--- config.mk ---
export PLATFORM = sky130hd
export DESIGN_NAME = adder
export DESIGN_NICKNAME = d
export VERILOG_FILES = /design/src/rtl/adder.sv
export SDC_FILE = /design/constraint.sdc
export NUM_CORES = 1
export LEC_CHECK = 0
export ABC_AREA = 1
export CAP_MARGIN = 20
export CORE_AREA = 2 2 39 41
export CTS_BUF_LIST = sky130_fd_sc_hd__clkbuf_4
export DETAILED_ROUTE_END_ITERATION = 10
export DIE_AREA = 0 0 41 43
export PLACE_DENSITY = 0.68
export SYNTH_ARGS = -nofsm -noshare
export SYNTH_HDL_FRONTEND = slang
export SYNTH_SLANG_ARGS = --single-unit
--- constraint.sdc ---
create_clock -name clock -period 2.36 [get_ports clock]
set_input_delay 0.472 -clock clock [delete_from_list [all_inputs] [get_ports clock]]
set_output_delay 0.472 -clock clock [all_outputs]
set_load 0.02 [all_outputs]
--- src/rtl/adder.sv ---
// Registered WIDTH-bit adder with carry, signed-overflow and zero flags; one-cycle latency.
// Define ADDER_SATURATE_EN to clamp the sum to all ones on unsigned carry-out.
module adder #(
    parameter int WIDTH = 4
) (
    input  logic             clock,
    input  logic             reset,
    input  logic             in_valid,
    input  logic [WIDTH-1:0] ain,
    input  logic [WIDTH-1:0] bin,
    output logic [WIDTH-1:0] out,
    output logic             carry,
    output logic             overflow,
    output logic             zero,
    output logic             out_valid
);

    logic [WIDTH:0]   raw;
    logic [WIDTH-1:0] sum_d, sum_q;
    logic             carry_d, carry_q;
    logic             ovf_d, ovf_q;
    logic             zero_d, zero_q;
    logic             valid_q;

    always_comb begin
        raw     = {1'b0, ain} + {1'b0, bin};
        sum_d   = raw[WIDTH-1:0];
        carry_d = raw[WIDTH];
        // Overflow always reflects the unclamped sum, even when saturating.
        ovf_d   = (ain[WIDTH-1] == bin[WIDTH-1]) && (raw[WIDTH-1] != ain[WIDTH-1]);
`ifdef ADDER_SATURATE_EN
        if (raw[WIDTH]) begin
            sum_d = '1;
        end
`else
`endif
        zero_d  = (sum_d == '0);
    end

    always_ff @(posedge clock) begin
        // NOTE: the missing else on in_valid is a clock-enable hold on flops, not a latch.
        if (reset) begin
            sum_q   <= '0;
            carry_q <= 1'b0;
            ovf_q   <= 1'b0;
            zero_q  <= 1'b0;
            valid_q <= 1'b0;
        end else begin
            valid_q <= in_valid;
            if (in_valid) begin
                sum_q   <= sum_d;
                carry_q <= carry_d;
                ovf_q   <= ovf_d;
                zero_q  <= zero_d;
            end
        end
    end

    assign out       = sum_q;
    assign carry     = carry_q;
    assign overflow  = ovf_q;
    assign zero      = zero_q;
    assign out_valid = valid_q;

endmodule

==> results of run 1 <==
## sequential cells by signal, indices dropped and copies added (netlist names)
signal,cells
out,4
out_valid,1
overflow,1
carry,1
zero,1
## power breakdown
part           internal (mW)  switching, mW  leakage (nW)
Clock                 0.0581         0.0456        0.0138
Sequential             0.145        0.00413        0.0663
Combinational         0.0540         0.0608         0.234
Total                  0.257          0.111         0.314
## layer usage
metal,vias to the layer above,track usage
met1,210,0.166
met4,0,0.0800
met2,19,0.228
met5,-,0
li1,241,-
met3,3,0.0785
## cells by family after synthesis
kind of cell,after synthesis,synth area share
simple gates,25,0.279
compound gates,12,0.139
buf+inv,12,0.0974
flops,8,0.337
fa+ha+maj,5,0.147
## final cells by class
type                       instances  area [µm²]  share of cell area
sequential                         8         160               0.231
timing repair buffer              18         180               0.260
clock buffer                       3        22.5              0.0325
inverter                          11        41.3              0.0596
tap                               16        20.0              0.0289
multi-input combinational         42         269               0.388
## metrics by stage
step / power (mW) / hold slack [ps] / area, µm²
finish: 0.368 / 483 / 693
CTS: 0.374 / 484 / 693
global placement: 0.266 / 472 / 671
global route: 0.394 / 507 / 693
detailed placement: 0.267 / 474 / 671
floorplan: 0.219 / 534 / 475
## how the worst max path moves through the flow
stage                       from  endpoint  depth (start not counted)
after CTS                 ain[0]      zero                          8
after floorplan           ain[0]      zero                          7
after global placement    ain[0]      zero                          8
after detailed placement  ain[0]      zero                          8
final                     ain[0]      zero                          8
after global routing      ain[0]      zero                          8
## layout by cell type, fill, tap and decap left out
master	instances
a21oi_1	5
a21oi_2	1
clkbuf_4	3
clkdlybuf4s50_1	18
dfxtp_1	8
fa_1	1
ha_1	4
inv_1	10
inv_2	1
nand2_1	6
nand2_2	2
nand3_1	6
nand3_2	3
nor2_1	7
nor2_4	1
o211ai_1	1
o21ai_0	4
o21ai_1	1
## worst max-delay path: cells and delay by family
family                   cells  cell delay [ps]
adder cells (fa/ha/maj)      2              610
buffers and inverters        2              540
AND/OR/NAND/NOR              3              320
AO/OA/AOI/OAI                1              100
==> results.toml, run 1 <==
[finish]
stdcell_count = 98
syn_to_final_growth_pct = 45.8
nets = 100
n_antenna_cell = 0
fillers = 149
drive_gt1_frac = 0.134
final_util = 0.501

[timing]
maxSlewHeadroom = 0.751
skew_ps = 0
finalSetupViolCount = 0
slew_violations = 0
rsz0062_at_grt = "false"
final_hold_viol_count = 0
tightestPinTransition_ps = 372
clock.fmax_mhz = 544
fin_crit_ps = 1840
fin_tns_setup_ps = 0
fin_ws_ps = 522
period_share = 0.779

[global_route]
grt_max_degree = 13
grt_pass1_wl_um = 1760
grt_pass1_vias = 431
grt-ovfl-total = 0
gr-usage-all-layers = 0.152
antenna_found_initial = 0

[logic_synthesis]
netlist.area_leader.share = 0.337
ys_seq_area_frac = 0.337
ys.flop_type = "dfxtp_1"
netlist_area_um2 = 475
synth_edf_count = 0
ys_ff_latch = 8
yosysMostFrequentCell = "inv_1"
postSynth.asyncResetShare = 0
synth_commonest_cells = "inv_1 (10), dfxtp_1 (8), nor2_1 (7)"
yosysTopAreaCell = "dfxtp_1"
synth_area_per_cell_um2 = 7.67
syn_inst = 62
synth_nets = 78
ys_top_cells_by_area = "dfxtp_1 (34%), ha_1 (11%), inv_1 (7.9%)"
synth_cell_types = 17
synth_warnings = 0

[clock_tree]
clock_sinks = 8
clk_latency_ps = 250
post_cts_resized = 0
cts_root_buf = "clkbuf_4"
clock_tree.buffer_depth = 2
cts_tree = "built"
ctsHoldBuffers = 0
cts_made_buffers = 3
cts_setup_buffers = 0
htreeDepth = 1
clkTransAtPathRegs_ps = 50

[setup_path]
regToRegSetupSlack_ps = 1690
cp.required_ps = 2560
r2r_cells = 2
slowest_stage = "clkdlybuf4s50_1"
endpoint_kind = "flip-flop"
cp_cell_sequence = "clkdlybuf4s50_1, ha_1, fa_1, inv_1, nand3_1, nor2_4, nand3_2, a21oi_2"
r2r_end = "out[0]"
startpoint_type = "input pin"
path_class = "in2reg"
critPathMaxStageDelay_ps = 460
critPathMaxFanout = 3
rr_startpoint = "out[0]"
worst_ep_arrival_time_ps = 2030

[flow_run]
maxCapViolations = 0

[route]
wl_um = 1000
routed_via_density = 4.83
wl_per_cell_um = 10.2
drc_errors = 0
vias = 473
drtIter0Drc = 4
dr_wl_met2_um = 501
wl_met3_um = 69
dr.pass1.iters = 4
antenna_left = 0
highest_layer = "met4"
met1_length_um = 412

[power]
leakagePower_nw = 0.314
ir_worst_vdd_uv = 320
powerDensity_nw_per_um2 = 531

[placement]
dpl_worst_slack_ps = 249
dp.cells = 95
dp_hpwl_um = 799
port_buffers = 18
gp_congestion = 0.734

[floorplanning]
io_pins = 19
rows = 14
dieArea_um2 = 1760
start_util = 0.344
fp.dieH_um = 43
die_w_um = 41
core-area_um2 = 1380

[worst_hold_path]
min_from = "zero"
hold_end = "zero"
whs_path_depth = 2
hp-class = "reg2reg"

[outcome]
run_status = "finished, final reports clean"
(Power assumes the default switching activity.)
==> run 2: changes to the inputs <==
==> constraint.sdc (replaced) <==
create_clock -name clock -period 1.8 [get_ports clock]
set_input_delay 0.36 -clock clock [delete_from_list [all_inputs] [get_ports clock]]
set_output_delay 0.36 -clock clock [all_outputs]
set_load 0.02 [all_outputs]
==> results.toml, run 2 (synthesized netlist as in run 1, its figures left out) <==
[placement]
dp.cells = 98
gp_congestion = 0.768
dp_hpwl_um = 878
port_buffers = 18

[power]
sequentialPowerShare = 0.390
power_frac_clock = 0.288
fin_total_pwr_mw = 0.502
switching_share = 0.312
powerDensity_nw_per_um2 = 696
p_comb_frac = 0.321
ir_worst_vdd_uv = 521
leakagePower_nw = 0.330
switchingPower_mw = 0.157
p_int_mw = 0.345

[setup_path]
cp.required_ps = 2000
startpoint_type = "input pin"
rr_startpoint = "out[2]"
worst_ep_arrival_time_ps = 1890
path_class = "in2reg"
critPathLaunch = "ain[0]"
regToRegSetupSlack_ps = 1160
endpoint_kind = "flip-flop"
critPathMaxFanout = 2

[clock_tree]
ctsHoldBuffers = 0
cts_tree = "built"
clkTransAtPathRegs_ps = 60
cts_setup_buffers = 0
clk_latency_ps = 260
clock_sinks = 8
cts_made_buffers = 3
cts_root_buf = "clkbuf_4"
clock_tree.buffer_depth = 2
htreeDepth = 1

[finish]
n_antenna_cell = 0
final_util = 0.521
final_common_cell = "clkdlybuf4s50_1"
largest_reg_flops = 4
nets = 103
syn_to_final_growth_pct = 51.6
drive_gt1_frac = 0.176
stdcell_count = 101
mostFrequentLayoutCells = "clkdlybuf4s50_1 (18), inv_1 (10), dfxtp_1 (8)"

[route]
antenna_left = 0
vias = 480
wl_per_cell_um = 10.5
routed_via_density = 4.75
wl_um = 1060
drc_errors = 0
drtIter0Drc = 5
dr.pass1.iters = 4

[timing]
maxSlewHeadroom = 0.850
rsz0062_at_grt = "false"
holdWs_ps = 487
period_share = 0.936
clock.fmax_mhz = 593
final_hold_viol_count = 0
slew_violations = 0
tightestPinTransition_ps = 224
finalSetupViolCount = 0
skew_ps = 0
fin_crit_ps = 1690

[global_route]
grt_use_met1 = 0.195
top_usage_layer = "met2"
grt_pass1_vias = 463
grt_pass1_wl_um = 1910
grt-ovfl-total = 0
gr-usage-all-layers = 0.161
antenna_found_initial = 0
grt_max_degree = 10
grt.met3_usage = 0.0785
met2_usage = 0.247

[flow_run]
maxCapViolations = 0

[floorplanning]
core-area_um2 = 1380
rows = 14
fp.dieH_um = 43
die_w_um = 41
io_pins = 19
dieArea_um2 = 1760
start_util = 0.344

[outcome]
run_status = "finished, final reports clean"

[worst_hold_path]
min_from = "zero"
hp-class = "reg2reg"
[run 2: cell count changes in the layout (fill, tap and decap cells not counted)]
cell     previous run  this run
buf_4               0         3
nand3_1             6         5
nand3_2             3         4
[run 2: timing repair]
action                     CTS  global route
setup endpoints to repair    0             1
resized for setup            0             1
hold endpoints to repair     0             0
[run 2: area by class of cell]
cell class / instances / area, µm²
multi-input cells: 42 / 274
clock buffers: 3 / 22.5
flip-flops and latches: 8 / 160
fillers: 145 / 663
inverters: 11 / 41.3
repair buffers: 21 / 203
well taps: 16 / 20.0
[run 2: path summary, 6_finish.rpt]
path	to	cells past startpoint
worst max-delay path	zero	8
worst min-delay path	zero	2
worst max register to register	out[2]	4
worst min register to register	zero	2
[run 2: power groups by stage]
| stage | Combinational (mW) | Clock [mW] | Sequential, mW |
|---|---|---|---|
| 4_1_cts | 0.161 | 0.144 | 0.196 |
| 6_report | 0.161 | 0.145 | 0.196 |
| 2_1_floorplan | 0.0706 | 0 | 0.216 |
| 3_5_place_dp | 0.160 | 0 | 0.200 |
| 3_3_place_gp | 0.157 | 0 | 0.199 |
| 5_1_grt | 0.180 | 0.159 | 0.197 |
[run 2: through the flow]
stage	TNS, ps	area (µm²)	setup slack (ps)
after global placement	-236	693	-145
after detailed placement	-358	693	-184
after global routing	0	721	0.236
after CTS	0	716	90.5
after floorplan	0	475	286
final	0	721	115
[run 2: critical path, stage by stage]
cell	delay, ps
clkdlybuf4s50_1	400
ha_1	220
fa_1	430
inv_1	100
nand3_2	90
nor2_4	110
nand3_2	80
a21oi_2	100
[run 2: layer usage]
metal	share of wire	wire, µm	vias up
met4	0.016	17	0
met1	0.42	446	213
met5	0	0	-
li1	-	-	250
met3	0.055	58	2
met2	0.51	541	15
